`src/rtl/i2c_slave_regs_if.sv`:
```
// Signal bundle for the I2C target register block: pad-side SCL/SDA with open-drain
// enable, the user register port and the per-byte write notification.
interface i2c_slave_regs_if #(
    parameter int unsigned AW = 4
);
    logic          scl_i;
    logic          sda_i;
    logic          sda_oe;
    logic [AW-1:0] usr_addr;
    logic          usr_we;
    logic [7:0]    usr_wdata;
    logic [7:0]    usr_rdata;
    logic          i2c_busy;
    logic          wr_pulse;
    logic [AW-1:0] wr_addr;
    logic [7:0]    wr_data;

    modport slave (
        input  scl_i, sda_i, usr_addr, usr_we, usr_wdata,
        output sda_oe, usr_rdata, i2c_busy, wr_pulse, wr_addr, wr_data
    );

    modport master (
        output scl_i, sda_i, usr_addr, usr_we, usr_wdata,
        input  sda_oe, usr_rdata, i2c_busy, wr_pulse, wr_addr, wr_data
    );
endinterface

```
`src/rtl/i2c_slave_regs.sv`:
```
// I2C target exposing a 2^AW-byte register file: pointer write, burst write with
// auto-increment, random and current-address reads; SDA is only ever pulled low.
module i2c_slave_regs #(
    parameter logic [6:0]  SLV_ADDR = 7'h48,
    parameter int unsigned AW       = 4
) (
    input  logic            clk_i,
    input  logic            rst_i,
    i2c_slave_regs_if.slave bus
);
    localparam int unsigned DEPTH = 1 << AW;
    localparam int unsigned CW    = 4;

    typedef enum logic [3:0] {
        IDLE, ADDR, ADDR_ACK, PTR, PTR_ACK, WDATA, WDATA_ACK, RDATA, RACK
    } state_e;

    logic scl_s1_q, scl_s2_q, scl_h_q;
    logic sda_s1_q, sda_s2_q, sda_h_q;

    state_e        state_q, state_d;
    logic [CW-1:0] bit_cnt_q, bit_cnt_d;
    logic [7:0]    shift_q, shift_d;
    logic [7:0]    tx_q, tx_d;
    logic [AW-1:0] ptr_q, ptr_d;
    logic          rw_q, rw_d;
    logic          sda_oe_q, sda_oe_d;
    logic          busy_q, busy_d;
    logic          wr_pulse_q, wr_pulse_d;
    logic [AW-1:0] wr_addr_q, wr_addr_d;
    logic [7:0]    wr_data_q, wr_data_d;
    logic [7:0]    regs_q [DEPTH];
    logic [7:0]    regs_d [DEPTH];

    logic       scl_rise, scl_fall, start_det, stop_det;
    logic [7:0] rx_byte;

    // Bus conditioning: two-flop synchronizers plus a history flop for edge detection
    always_ff @(posedge clk_i) begin
        if (rst_i) begin
            scl_s1_q <= 1'b1;
            scl_s2_q <= 1'b1;
            scl_h_q  <= 1'b1;
            sda_s1_q <= 1'b1;
            sda_s2_q <= 1'b1;
            sda_h_q  <= 1'b1;
        end else begin
            scl_s1_q <= bus.scl_i;
            scl_s2_q <= scl_s1_q;
            scl_h_q  <= scl_s2_q;
            sda_s1_q <= bus.sda_i;
            sda_s2_q <= sda_s1_q;
            sda_h_q  <= sda_s2_q;
        end
    end

    assign scl_rise  = scl_s2_q & ~scl_h_q;
    assign scl_fall  = ~scl_s2_q & scl_h_q;
    assign start_det = scl_s2_q & sda_h_q & ~sda_s2_q;
    assign stop_det  = scl_s2_q & ~sda_h_q & sda_s2_q;
    assign rx_byte   = {shift_q[6:0], sda_s2_q};

    always_ff @(posedge clk_i) begin
        if (rst_i) begin
            state_q    <= IDLE;
            bit_cnt_q  <= '0;
            shift_q    <= '0;
            tx_q       <= '0;
            ptr_q      <= '0;
            rw_q       <= 1'b0;
            sda_oe_q   <= 1'b0;
            busy_q     <= 1'b0;
            wr_pulse_q <= 1'b0;
            wr_addr_q  <= '0;
            wr_data_q  <= '0;
            regs_q     <= '{default: 8'h00};
        end else begin
            state_q    <= state_d;
            bit_cnt_q  <= bit_cnt_d;
            shift_q    <= shift_d;
            tx_q       <= tx_d;
            ptr_q      <= ptr_d;
            rw_q       <= rw_d;
            sda_oe_q   <= sda_oe_d;
            busy_q     <= busy_d;
            wr_pulse_q <= wr_pulse_d;
            wr_addr_q  <= wr_addr_d;
            wr_data_q  <= wr_data_d;
            regs_q     <= regs_d;
        end
    end

    always_comb begin
        state_d    = state_q;
        bit_cnt_d  = bit_cnt_q;
        shift_d    = shift_q;
        tx_d       = tx_q;
        ptr_d      = ptr_q;
        rw_d       = rw_q;
        sda_oe_d   = sda_oe_q;
        busy_d     = busy_q;
        wr_pulse_d = 1'b0;
        wr_addr_d  = wr_addr_q;
        wr_data_d  = wr_data_q;
        regs_d     = regs_q;

        // User write first so a same-address I2C store below overrides it
        if (bus.usr_we) regs_d[bus.usr_addr] = bus.usr_wdata;

        if (start_det) begin
            state_d   = ADDR;
            bit_cnt_d = '0;
            sda_oe_d  = 1'b0;
            busy_d    = 1'b0;
        end else if (stop_det) begin
            state_d  = IDLE;
            sda_oe_d = 1'b0;
            busy_d   = 1'b0;
        end else begin
            case (state_q)
                IDLE: ;
                ADDR, PTR, WDATA: begin
                    if (scl_rise) begin
                        shift_d   = rx_byte;
                        bit_cnt_d = bit_cnt_q + CW'(1);
                        if (bit_cnt_q == CW'(7)) begin
                            if (state_q == ADDR) begin
                                if (rx_byte[7:1] == SLV_ADDR) begin
                                    rw_d    = rx_byte[0];
                                    busy_d  = 1'b1;
                                    state_d = ADDR_ACK;
                                end else begin
                                    state_d = IDLE;
                                end
                            end else if (state_q == PTR) begin
                                ptr_d   = rx_byte[AW-1:0];
                                state_d = PTR_ACK;
                            end else begin
                                regs_d[ptr_q] = rx_byte;
                                wr_pulse_d    = 1'b1;
                                wr_addr_d     = ptr_q;
                                wr_data_d     = rx_byte;
                                ptr_d         = ptr_q + AW'(1);
                                state_d       = WDATA_ACK;
                            end
                        end
                    end
                end
                // Count 8 marks the fall that starts the ACK clock, 9 the fall that ends it
                ADDR_ACK, PTR_ACK, WDATA_ACK: begin
                    if (scl_fall) begin
                        if (bit_cnt_q == CW'(8)) begin
                            sda_oe_d  = 1'b1;
                            bit_cnt_d = CW'(9);
                        end else begin
                            bit_cnt_d = '0;
                            sda_oe_d  = 1'b0;
                            state_d   = WDATA;
                            if (state_q == ADDR_ACK) begin
                                if (rw_q) begin
                                    tx_d     = regs_q[ptr_q];
                                    sda_oe_d = ~regs_q[ptr_q][7];
                                    state_d  = RDATA;
                                end else begin
                                    state_d = PTR;
                                end
                            end
                        end
                    end
                end
                RDATA: begin
                    if (scl_rise) begin
                        bit_cnt_d = bit_cnt_q + CW'(1);
                        tx_d      = {tx_q[6:0], 1'b0};
                    end else if (scl_fall) begin
                        if (bit_cnt_q == CW'(8)) begin
                            sda_oe_d = 1'b0;
                            ptr_d    = ptr_q + AW'(1);
                            state_d  = RACK;
                        end else begin
                            sda_oe_d = ~tx_q[7];
                        end
                    end
                end
                RACK: begin
                    if (scl_rise && sda_s2_q) begin
                        sda_oe_d = 1'b0;
                        busy_d   = 1'b0;
                        state_d  = IDLE;
                    end else if (scl_fall) begin
                        tx_d      = regs_q[ptr_q];
                        sda_oe_d  = ~regs_q[ptr_q][7];
                        bit_cnt_d = '0;
                        state_d   = RDATA;
                    end
                end
                default: state_d = IDLE;
            endcase
        end
    end

    assign bus.sda_oe    = sda_oe_q;
    assign bus.i2c_busy  = busy_q;
    assign bus.wr_pulse  = wr_pulse_q;
    assign bus.wr_addr   = wr_addr_q;
    assign bus.wr_data   = wr_data_q;
    assign bus.usr_rdata = regs_q[bus.usr_addr];
endmodule
```
`src/flat_wrapper.sv`:
```
// flat-port wrapper written by rule: the top's interface ports become plain ports
module i2c_slave_regs_flat 
#(
    parameter logic [6:0]  SLV_ADDR = 7'h48,
    parameter int unsigned AW       = 4
)
  (clk_i, rst_i, bus_scl_i, bus_sda_i, bus_usr_addr, bus_usr_we, bus_usr_wdata, bus_sda_oe, bus_usr_rdata, bus_i2c_busy, bus_wr_pulse, bus_wr_addr, bus_wr_data);
  i2c_slave_regs_if #(.AW(AW)) bus_i ();
  input  logic clk_i;
  input  logic rst_i;
  input wire logic [$bits(bus_i.scl_i)-1:0] bus_scl_i;
  input wire logic [$bits(bus_i.sda_i)-1:0] bus_sda_i;
  input wire logic [$bits(bus_i.usr_addr)-1:0] bus_usr_addr;
  input wire logic [$bits(bus_i.usr_we)-1:0] bus_usr_we;
  input wire logic [$bits(bus_i.usr_wdata)-1:0] bus_usr_wdata;
  output wire logic [$bits(bus_i.sda_oe)-1:0] bus_sda_oe;
  output wire logic [$bits(bus_i.usr_rdata)-1:0] bus_usr_rdata;
  output wire logic [$bits(bus_i.i2c_busy)-1:0] bus_i2c_busy;
  output wire logic [$bits(bus_i.wr_pulse)-1:0] bus_wr_pulse;
  output wire logic [$bits(bus_i.wr_addr)-1:0] bus_wr_addr;
  output wire logic [$bits(bus_i.wr_data)-1:0] bus_wr_data;
  assign bus_i.scl_i = bus_scl_i;
  assign bus_i.sda_i = bus_sda_i;
  assign bus_i.usr_addr = bus_usr_addr;
  assign bus_i.usr_we = bus_usr_we;
  assign bus_i.usr_wdata = bus_usr_wdata;
  assign bus_sda_oe = bus_i.sda_oe;
  assign bus_usr_rdata = bus_i.usr_rdata;
  assign bus_i2c_busy = bus_i.i2c_busy;
  assign bus_wr_pulse = bus_i.wr_pulse;
  assign bus_wr_addr = bus_i.wr_addr;
  assign bus_wr_data = bus_i.wr_data;
  i2c_slave_regs #(.SLV_ADDR(SLV_ADDR), .AW(AW)) u_core (.clk_i(clk_i), .rst_i(rst_i), .bus(bus_i));
endmodule
```
`config.mk`:
```
export PLATFORM = sky130hd
export DESIGN_NAME = i2c_slave_regs_flat
export DESIGN_NICKNAME = d
export VERILOG_FILES = /design/src/rtl/i2c_slave_regs_if.sv /design/src/rtl/i2c_slave_regs.sv /design/src/flat_wrapper.sv
export SDC_FILE = /design/constraint.sdc
export NUM_CORES = 1
export LEC_CHECK = 0
export CORE_ASPECT_RATIO = 0.7
export CORE_MARGIN = 2
export CORE_UTILIZATION = 38
export CTS_CLUSTER_DIAMETER = 80
export DETAILED_ROUTE_END_ITERATION = 10
export GPL_TIMING_DRIVEN = 0
export SLEW_MARGIN = 5
export SYNTH_ARGS = -nofsm -noshare
export SYNTH_HDL_FRONTEND = slang
export SYNTH_SLANG_ARGS = --single-unit
export TNS_END_PERCENT = 1
```
`constraint.sdc`:
```
create_clock -name clk_i -period 6.65 [get_ports clk_i]
set_clock_uncertainty 0.05 [all_clocks]
set_input_delay 0.665 -clock clk_i [delete_from_list [all_inputs] [get_ports clk_i]]
set_output_delay 0.665 -clock clk_i [all_outputs]
set_load 0.01 [all_outputs]
```
==> out/qor.yml <==
leakagePower_nw: 4.252
first_global_vias: 8881
critPathMaxFanout: 10
yosysTopAreaCell: "dfxtp_1"
detail-route-antenna-nets: 0
yosysTopAreaCellShare: 0.3217
syn_avg_cell_area_um2: 10.40
fmax_mhz: 227.2
drv_cap: 0
cts_setup_buffers: 0
synth_seq_cells: 177
switching_power_mw: 0.8041
start_kind: "input pin"
holdBufCountCts: 0
yosysSeqAreaShare: 0.3217
clkLatencyLatePin_ns: 0.46
required_ns: 5.93
syn-instance-count: 1059
maxSlewHeadroom: 0.2087
grt_max_degree: 17
drc: 0
die-area_um2: 30390
clockRootBuffer: "clkbuf_16"
vias: 9668
clockPowerShare: 0.406
die_x_um: 207.5
yosysUniqueCellTypes: 74
area_growth_pct: 12.89
place.gp.congestion: 0.9302
numCtsBuffers: 17
fillers: 2714
rsz0062_at_grt: "false"
pwr_density_cell_nw_per_um2: 206.4
synth-warning-count: 0
ys.flop_type: "dfxtp_1"
ir_worst_vdd_mv: 0.1689
row_count: 52
async_reset_ff_frac: 0
cts_resized: 0
grtUsageTotal: 0.2683
coreArea_um2: 28690
period_share: 0.6619
hold_ws_ns: 0.3622
period_needed_ns: 4.402
arrival_ns: 3.69
multi_input_area_um2: 6855
status: "complete, no violations"
gr-total-overflow: 0
cts.clk_slew.worst_paths_ns: 0.07
tightest_slew_ns: 1.187
fin_setup_tns_ns: 0
totalWireLength_mm: 40.92
clockBufferDepth: 2
netlist_top_cells_area: "dfxtp_1 (32%), mux2i_1 (15%), mux4_2 (15%)"
setup_viol: 0
first_pass_iters: 5
pwr-share-comb: 0.168
drv_slew: 0
grt_pass1_wl_mm: 60.78
port_buffers: 37
dp.final_hpwl_mm: 29.64
die_h_um: 146.5
worstSetupPathType: "input pin to output pin"
htree_levels: 4
antenna_found_initial: 0
drive_above_1_share: 0.2181
final_cell_mix: "dfxtp_1 (177), mux2i_1 (167), nor2_1 (110)"
synth_nets: 1082
pwr-share-seq: 0.426
n_antenna_cell: 0
cts_sinks: 177
synth_enable_flop_cells: 0
end_kind: "output pin"
wl_per_cell_um: 27.17
cts_tree: "built"
p_int_mw: 1.763
vias_per_cell: 6.420
start_util: 0.3839
final_common_cell: "dfxtp_1"
finalWorstSetupSlack_ns: 2.248
min-delay-path-class: "flip-flop to flip-flop"
seq_area_um2: 3543
swShare: 0.3132
dpl_worst_slack_ns: 2.359
syn_area_um2: 11020
nets: 1138
final-instance-count-excl-fill: 1506
first_iter_violations: 1280
ioPinCount: 40
hold_violations: 0
dp.cells: 1474
-- sequential cells by signal (all words and copies together), names as in the netlist, 4 cells and up --
| name | count |
|---|---|
| u_core.ptr_q | 4 |
| u_core.bus.wr_data | 8 |
| u_core.bus.wr_addr | 4 |
| u_core.bit_cnt_q | 4 |
| u_core.tx_q | 8 |
| u_core.regs_q | 128 |
| u_core.shift_q | 7 |
| u_core.state_q | 4 |
-- critical path, stage by stage --
cell and delay [ns]:
clkdlybuf4s50_1 0.54, buf_2 0.25, clkbuf_1 0.67, mux4_2 0.49, mux4_2 0.55, clkdlybuf4s50_1 0.51
-- final cells by class --
cell class | instances | share of cell area
Buffer | 117 | 0.04719
Clock buffer | 19 | 0.03642
Clock inverter | 13 | 0.009961
Inverter | 8 | 0.002415
Multi-Input combinational cell | 757 | 0.5513
Sequential cell | 177 | 0.2849
Tap cell | 378 | 0.03803
Timing Repair Buffer | 37 | 0.02978
-- power by group through the flow --
stage / clock (mW) / sequential [mW] / combinational (mW)
6_report: 1.04 / 1.09 / 0.431
3_5_place_dp: 0 / 1.12 / 0.416
4_1_cts: 1.04 / 1.09 / 0.418
3_3_place_gp: 0 / 1.12 / 0.415
2_1_floorplan: 0 / 1.11 / 0.290
5_1_grt: 1.08 / 1.10 / 0.454
-- Yosys cell counts, drive strengths merged, types with 2 or more instances --
master   count
dfxtp      177
mux2i      167
a211oi     132
nor2       111
mux4        71
nor3        70
clkbuf      65
buf         52
nand2       35
a21oi       20
or2         16
nand3       13
nand4       12
nand2b      10
a311oi       8
inv          8
o21ai        8
ha           6
o22a         6
and2         5
nand3b       5
nor2b        4
nor4         4
o21a         4
a22oi        3
a31oi        3
and3         3
nand4b       3
o22ai        3
o41ai        3
or3          3
a2111oi      2
a21o         2
a221oi       2
and3b        2
nor3b        2
nor4b        2
o31ai        2
or4          2
-- final timing paths --
check	end	depth (start not counted)	start	slack [ns]
max	bus_usr_rdata[1]	6	bus_usr_addr[1]	2.25
min	u_core.scl_s2_q	1	u_core.scl_s1_q	0.36
max reg2reg	u_core.regs_q[41]	8	u_core.ptr_q[0]	3.32
min reg2reg	u_core.scl_s2_q	1	u_core.scl_s1_q	0.36
-- cells by family (layout without fill, tap and decap cells) --
group           count (synthesis)  in the layout  share of synthesized area
simple gates                  305            305                     0.1483
mux                           238            238                     0.2969
compound gates                207            207                     0.1695
flops                         177            177                     0.3217
buf+inv                       125            194                    0.05600
fa+ha+maj                       6              6                   0.006815
xor+xnor                        1              1                  0.0007952
-- through the flow --
stage                     instance area (um^2)    util  total power [mW]
after detailed placement                 11860  0.4133             1.533
after CTS                                12440  0.4334             2.553
after global placement                   11860  0.4133             1.531
final                                    12440  0.4334             2.567
after floorplan                          11020       -             1.401
after global routing                     12440  0.4334             2.630
-- routing by layer --
| metal | GRT usage | up-vias | routed length [um] |
|---|---|---|---|
| li1 | - | 4160 | - |
| met1 | 0.4107 | 4855 | 18460 |
| met2 | 0.3682 | 585 | 16750 |
| met3 | 0.06281 | 68 | 4727 |
| met4 | 0.08071 | 0 | 976 |
| met5 | 0 | - | 0 |
Power figures use the tool's default switching activity.
